File: config.mk
export PLATFORM = sky130hd
export DESIGN_NAME = sseg_mux_n
export DESIGN_NICKNAME = d
export VERILOG_FILES = /design/src/rtl/sseg_mux_n.sv
export SDC_FILE = /design/constraint.sdc
export NUM_CORES = 1
export LEC_CHECK = 0
export CORE_ASPECT_RATIO = 1.75
export CORE_UTILIZATION = 40
export CTS_CLUSTER_DIAMETER = 200
export DETAILED_ROUTE_END_ITERATION = 8
export GPL_TIMING_DRIVEN = 0
export SLEW_MARGIN = 40
export SYNTH_ARGS = -nofsm -noshare
export SYNTH_HDL_FRONTEND = slang
export SYNTH_SLANG_ARGS = --single-unit
File: constraint.sdc
create_clock -name clk -period 3 [get_ports clk]
set_input_delay 0.45 -clock clk [delete_from_list [all_inputs] [get_ports clk]]
set_output_delay 0.45 -clock clk [all_outputs]
set_load 0.01 [all_outputs]
File: src/rtl/sseg_mux_n.sv
// rtl/sseg_mux_n.sv - N-digit seven-segment scan driver with double-buffered frame, LZ blanking and PWM
module sseg_mux_n #(
  parameter int N_DIG      = 4,
  parameter int TICK_DIV   = 50000,
  parameter int PWM_W      = 4,
  parameter int ACTIVE_LOW = 1
) (
  input  logic               clk,
  input  logic               reset,
  input  logic [4*N_DIG-1:0] hex_in,
  input  logic [N_DIG-1:0]   dp_in,
  input  logic               load,
  input  logic               lz_en,
  input  logic [PWM_W-1:0]   bright,
  output logic [N_DIG-1:0]   an,
  output logic [7:0]         sseg,
  output logic               frame_tick
);

  localparam int   DIV_W = (TICK_DIV > 1) ? $clog2(TICK_DIV) : 1;
  localparam int   IDX_W = (N_DIG > 1) ? $clog2(N_DIG) : 1;
  localparam logic INV   = (ACTIVE_LOW != 0);

  logic [DIV_W-1:0]   div_cnt_q, div_cnt_d;
  logic [IDX_W-1:0]   idx_q, idx_d;
  logic [PWM_W-1:0]   pwm_cnt_q, pwm_cnt_d;
  logic [4*N_DIG-1:0] shadow_hex_q, shadow_hex_d, active_hex_q, active_hex_d;
  logic [N_DIG-1:0]   shadow_dp_q, shadow_dp_d, active_dp_q, active_dp_d;
  logic               pend_q, pend_d;
  logic [N_DIG-1:0]   an_q, an_d;
  logic [7:0]         sseg_q, sseg_d;
  logic               frame_tick_q, frame_tick_d;

  logic               slot_tick, boundary, on, all_zero, dp_sel, blank_sel;
  logic [N_DIG-1:0]   blank, an_raw;
  logic [3:0]         nib;
  logic [7:0]         seg_raw;

  function automatic logic [6:0] seg7(input logic [3:0] h);
    case (h)
      4'h0: seg7 = 7'h3F;  4'h1: seg7 = 7'h06;  4'h2: seg7 = 7'h5B;  4'h3: seg7 = 7'h4F;
      4'h4: seg7 = 7'h66;  4'h5: seg7 = 7'h6D;  4'h6: seg7 = 7'h7D;  4'h7: seg7 = 7'h07;
      4'h8: seg7 = 7'h7F;  4'h9: seg7 = 7'h6F;  4'hA: seg7 = 7'h77;  4'hB: seg7 = 7'h7C;
      4'hC: seg7 = 7'h39;  4'hD: seg7 = 7'h5E;  4'hE: seg7 = 7'h79;  default: seg7 = 7'h71;
    endcase
  endfunction

  always_comb begin
    slot_tick    = (div_cnt_q == DIV_W'(TICK_DIV - 1));
    boundary     = slot_tick && (idx_q == IDX_W'(N_DIG - 1));
    div_cnt_d    = slot_tick ? '0 : div_cnt_q + 1'b1;
    idx_d        = idx_q;
    if (slot_tick) idx_d = boundary ? '0 : idx_q + 1'b1;
    pwm_cnt_d    = pwm_cnt_q + 1'b1;
    frame_tick_d = boundary;
    shadow_hex_d = shadow_hex_q;
    shadow_dp_d  = shadow_dp_q;
    active_hex_d = active_hex_q;
    active_dp_d  = active_dp_q;
    pend_d       = pend_q;
    // A load on the boundary edge bypasses the shadow so it is not lost a frame late.
    if (load) begin
      shadow_hex_d = hex_in;
      shadow_dp_d  = dp_in;
      if (boundary) begin
        active_hex_d = hex_in;
        active_dp_d  = dp_in;
        pend_d       = 1'b0;
      end else begin
        pend_d       = 1'b1;
      end
    end else if (boundary && pend_q) begin
      active_hex_d = shadow_hex_q;
      active_dp_d  = shadow_dp_q;
      pend_d       = 1'b0;
    end
  end

  always_comb begin
    on       = (pwm_cnt_q < bright) || (bright == '1);
    blank    = '0;
    all_zero = 1'b1;
    for (int i = N_DIG - 1; i > 0; i--) begin
      all_zero = all_zero && (active_hex_q[4*i +: 4] == 4'h0);
      blank[i] = lz_en && all_zero;
    end
    nib       = 4'h0;
    dp_sel    = 1'b0;
    blank_sel = 1'b0;
    an_raw    = '0;
    for (int i = 0; i < N_DIG; i++) begin
      if (idx_q == IDX_W'(i)) begin
        nib       = active_hex_q[4*i +: 4];
        dp_sel    = active_dp_q[i];
        blank_sel = blank[i];
        an_raw[i] = on;
      end
    end
    seg_raw = on ? {dp_sel, (blank_sel ? 7'h00 : seg7(nib))} : 8'h00;
    an_d    = INV ? ~an_raw : an_raw;
    sseg_d  = INV ? ~seg_raw : seg_raw;
  end

  always_ff @(posedge clk) begin
    if (reset) begin
      div_cnt_q    <= '0;
      idx_q        <= '0;
      pwm_cnt_q    <= '0;
      shadow_hex_q <= '0;
      shadow_dp_q  <= '0;
      active_hex_q <= '0;
      active_dp_q  <= '0;
      pend_q       <= 1'b0;
      an_q         <= {N_DIG{INV}};
      sseg_q       <= {8{INV}};
      frame_tick_q <= 1'b0;
    end else begin
      div_cnt_q    <= div_cnt_d;
      idx_q        <= idx_d;
      pwm_cnt_q    <= pwm_cnt_d;
      shadow_hex_q <= shadow_hex_d;
      shadow_dp_q  <= shadow_dp_d;
      active_hex_q <= active_hex_d;
      active_dp_q  <= active_dp_d;
      pend_q       <= pend_d;
      an_q         <= an_d;
      sseg_q       <= sseg_d;
      frame_tick_q <= frame_tick_d;
    end
  end

  assign an         = an_q;
  assign sseg       = sseg_q;
  assign frame_tick = frame_tick_q;

endmodule

# ---- After elaboration in Yosys (flattened, before gate mapping)
# Memory sizes are Yosys's and may differ from the RTL's.
# Index checks and enable logic that the tools add are counted.
dict set report totals {
  regBits 76
  mem_bits_ro 112
  input_bits 28
  out_inout_bits 13
  wordCells 66
  n_memories 1
}
# memory depth word_bits read_ports rd_clocked_by_memory_dff wr line_no
set memory_table {}
lappend memory_table {{(no name shown)} 16 7 1 0 0 40} ;# case (h)
dict set report op_classes {
  add_sub_neg 3
  magnitude_cmp 1
  eq_ne 6
  n_mux 27
  bitwise_logic 2
  n_reduce_logical 15
}
# cell count
set op_table {}
lappend op_table {{$mux W16} 3}
lappend op_table {{$mux W4} 7}
lappend op_table {{$add A16 B1 Y16 const B} 1}
lappend op_table {{$eq A16 B16 Y1 const B} 1}
lappend op_table {{$mux W1} 14}
lappend op_table {{$logic_not A4 Y1} 3}
lappend op_table {{$mux W8} 1}
lappend op_table {{$not A8 Y8} 1}
lappend op_table {{$logic_and A1 B1 Y1} 7}
lappend op_table {{$mux W7} 1}
lappend op_table {{$add A4 B1 Y4 const B} 1}
lappend op_table {{$eq A2 B2 Y1 const B} 2}
lappend op_table {{$eq A4 B4 Y1 const B} 1}
lappend op_table {{$lt A4 B4 Y1} 1}
lappend op_table {{$not A4 Y4} 1}
lappend op_table {{$add A2 B1 Y2 const B} 1}
lappend op_table {{$eq A2 B1 Y1 const B} 1}
lappend op_table {{$logic_not A2 Y1} 1}
lappend op_table {{$mux W2} 1}
lappend op_table {{$ne A2 B1 Y1 const B} 1}
lappend op_table {{$reduce_and A2 Y1} 1}
lappend op_table {{$reduce_bool A2 Y1} 1}
lappend op_table {{$reduce_or A2 Y1} 1}
lappend op_table {{$logic_or A1 B1 Y1} 1}

# ---- Logic depth before layout (Yosys ltp)
dict set report depth {
  ltp_word 10
  ltp_mapped 11
  depth_no_buf 10
}

# ---- Worst setup path after synthesis
# No wires, ideal clock.
dict set report synth_path {
  kind {register to register}
  from {register idx_q[1]}
  to {register sseg_q[3] (netlist: sseg[3])}
  t_arrival_ns 2.385
  slack_ns 0.482
  stages_incl_launch_ff 12
  cell_sequence {dfxtp_1 inv_1 ha_1 clkbuf_1 nor2b_1 a221oi_1 o31ai_1 inv_1 ha_1 mux2_2 mux2i_1 nand2_1}
}
dict set report synth_via {
  elab_chain_cells 9
  word_cells_on_any_way 15
  cone_classes {3 x eq/ne; 9 x mux; 1 x bitwise; 1 x reduce/logical; 1 x memory}
}
# item line_no
set synth_rtl {}
lappend synth_rtl {{from (decl)} 25} ;# logic [IDX_W-1:0] idx_q, idx_d;
lappend synth_rtl {{from (signal assigned)} 119} ;# idx_q <= idx_d;
lappend synth_rtl {{$logic_not A2 Y1} 92} ;# if (idx_q == IDX_W'(i)) begin
lappend synth_rtl {{$mux W4 (4 in a row)} 92}
lappend synth_rtl {{$mem_v2 Z16 W7} --}
lappend synth_rtl {{$mux W7 (*)} 99} ;# seg_raw = on ? {dp_sel, (blank_sel ? 7'h00 : seg7(nib))} : 8'h00;
lappend synth_rtl {{$mux W8 (*)} 99}
lappend synth_rtl {{$not A8 Y8 (*)} 101} ;# sseg_d = INV ? ~seg_raw : seg_raw;
lappend synth_rtl {{to (signal assigned)} 115} ;# sseg_q <= {8{INV}};
lappend synth_rtl {{to (signal assigned)} 127} ;# sseg_q <= sseg_d;
lappend synth_rtl {{to (decl)} 31} ;# logic [7:0] sseg_q, sseg_d;
# Every way passes the cells marked *; elsewhere a longest branch is shown, timed or not.
# A chain may end at the register's enable or synchronous reset.

# ---- Worst setup path after layout
# Ends and elaborated chain as after synthesis.

==> impl_metrics.toml <==
[status]
status = "completed"

[worst_setup_path]
slowest_stage = "o31ai_2"
path_class = "reg -> reg"
cp-end-kind = "flop"
critPathArrivalTime_ns = 2.85
required_ns = 3.19
cpPeakStageDelay_ns = 0.40
critPathLaunchType = "flop"
crit_buf_inv = 3
worstPathCellList = "inv_1 > ha_1 > clkbuf_1 > nor2b_1 > a221oi_1 > o31ai_2 > inv_1 > ha_1 > mux2_2 > mux2i_1 > nand2_1"
cp_max_fo = 10
critical-path-top-delay-family = "compound AO/OA/AOI/OAI gates"

[yosys]
syn-num-nets = 390
synth_commonest_cells = "dfxtp_1 (76), nor2_1 (70), mux2i_1 (22), a211oi_2 (20), nand2_1 (18)"
synth-seq-area-share_pct = 45.78
avgSynthCellArea_um2 = 9.577
synth-async-reset-ratio_pct = 0
synth_area_um2 = 3323
yosys_warnings = 0
synth_edf_count = 0
synth_top_cell_by_area = "dfxtp_1"
netlist.area_leader.share_pct = 45.78
synth.most_common_cell = "dfxtp_1"
synthFlopType = "dfxtp_1"
synth.top_cells.by_area = "dfxtp_1 (46%), nor2_1 (7.9%), a211oi_2 (7.5%), mux2i_1 (6.6%), ha_1 (5.6%)"
synth-seq-cells = 76
ys_types = 40
synth_cells = 347

[floorplan]
num_rows = 43
coreArea_um2 = 7963
die_h_um = 122.6
ios = 41
die_w_um = 70.90
dieArea_um2 = 8691
initial_utilization_pct = 41.73

[sta]
fin_crit_ns = 2.654
setup_viol = 0
final_max_slew_viol_count = 0
finalCritPeriodShare_pct = 88.47
worst_slew_pin_slew_ns = 0.7790
relSlewSlack_pct = 48.07
final.setup_skew_ns = 0.006429
hold_viol_final = 0
final.setup.tns_ns = 0
fmax_ghz = 0.3768
rsz0062_at_grt = "false"

[clock_network]
postCtsHoldBufs = 0
clock-root-buffer = "clkbuf_16"
clk_pin_slew_ns = 0.05
cts_sinks = 76
insertion_delay_ns = 0.33
htreeDepth = 3
cts.path.max_buffers = 2
cts_inserted_buffers = 9
cts_tree = "yes"

[route]
drt_first_pass_iters = 6
viasPerCell = 5.214
wl_per_cell_um = 14.67
drc = 0
drtIter0Drc = 112
detail-route-antenna-nets = 0
vias = 2581
wirelength_um = 7262

[hold_path]
hp-class = "reg -> reg"

[final_layout]
multiInputGateArea_um2 = 1663
syn2layout_area_growth_pct = 25.87
fin_area_um2 = 4183
final_nets = 443
diodes = 0
seqCellArea_um2 = 1521
drive_above_1_share_pct = 12.10
fillers = 763

[placement]
place.gp.congestion = 0.8580
portBuffers = 40
dpl_cell_area_um2 = 3836
hpwl_um = 5543

[global_routing]
grt_usage_pct = 18.18
grt_pass1_vias = 2569
antenna_found_initial = 0
grt_pass1_wl_um = 11920
grt_overflow = 0
grt_max_degree = 13

[pwr]
p_total_w = 0.002350
powerDensity_nw_per_um2 = 561.9
p_leak_nw = 1.609
ir_drop_mv = 0.3254

[run]
drv_cap = 0
[logic make-up after synthesis]
logic type | after synthesis | synth area share (%)
buf+inv | 33 | 4.480
xor+xnor | 16 | 4.217
flops | 76 | 45.78
simple gates | 132 | 18.86
mux | 23 | 6.965
fa+ha+maj | 15 | 5.648
compound gates | 52 | 14.04
[worst paths after layout]
path                startpoint           end  slack (ns)  depth (start not counted)
setup / recovery      idx_q[1]       sseg[3]        0.35                         11
hold / removal    div_cnt_q[0]  div_cnt_q[0]        0.47                          1
setup reg to reg      idx_q[1]       sseg[3]        0.35                         11
hold reg to reg   div_cnt_q[0]  div_cnt_q[0]        0.47                          1
[flip-flops by register name, indices dropped and copies added, names as in the netlist, 2 cells and up]
register,flops
active_dp_q,4
active_hex_q,16
an,4
div_cnt_q,16
idx_q,2
pwm_cnt_q,4
shadow_dp_q,4
shadow_hex_q,16
sseg,8
[layout by cell type, fill, tap and decap left out, drive strengths merged, types with 2 or more instances in the layout]
master,instances
dfxtp,76
nor2,70
clkdlybuf4s50,40
a211oi,25
mux2i,22
clkbuf,21
nand2,18
ha,15
nand3,14
inv,13
buf,12
a21oi,9
xor2,8
xnor2,8
o21ai,5
nor3b,5
nor2b,4
a221oi,3
nand2b,3
nor3,3
nand3b,3
nor4,3
clkinv,3
o31ai,3
or4,3
or4bb,2
nand4,2
a221o,2
o221ai,2
bufinv,2
[routing by layer]
metal | global-route usage, % | wire, µm | vias up
met5 | 0 | 0 | -
met4 | 10.13 | 188 | 0
met3 | 4.433 | 220 | 15
met2 | 34.44 | 4040 | 40
met1 | 17.71 | 2812 | 1225
li1 | - | - | 1301
[where the power goes]
| group | internal, W | switching (W) | leakage [nW] |
|---|---|---|---|
| clock network | 0.000746 | 0.000391 | 0.159 |
| registers | 0.00104 | 0.0000125 | 0.621 |
| logic | 0.0000807 | 0.0000765 | 0.829 |
[area by class of cell]
type	instances	share of cell area, %
clock buffers	11	5.803
flip-flops and latches	76	36.37
repair buffers	43	10.11
multi-input cells	238	39.75
inverters	13	1.167
plain buffers	19	2.303
well taps	90	2.692
clock inverters	5	1.795
[what timing repair did]
action,4_1_cts,5_1_grt
hold endpoints to repair,0,0
setup buffers,0,3
resized for setup,0,2
endpoints found under the setup margin,0,6
[per-stage QoR]
stage          setup slack (ns)  hold slack, ns  utilization (%)  std cells
2_1_floorplan            0.4816          0.4252                -        347
3_3_place_gp            0.04277          0.4462            48.18        477
3_5_place_dp            0.01157          0.4619            48.18        477
4_1_cts                0.004600          0.4797            52.17        493
5_1_grt                  0.1111          0.5090            52.53        495
6_report                 0.3459          0.4701            52.53        495
Note: power is estimated with default switching activity, not from simulation.
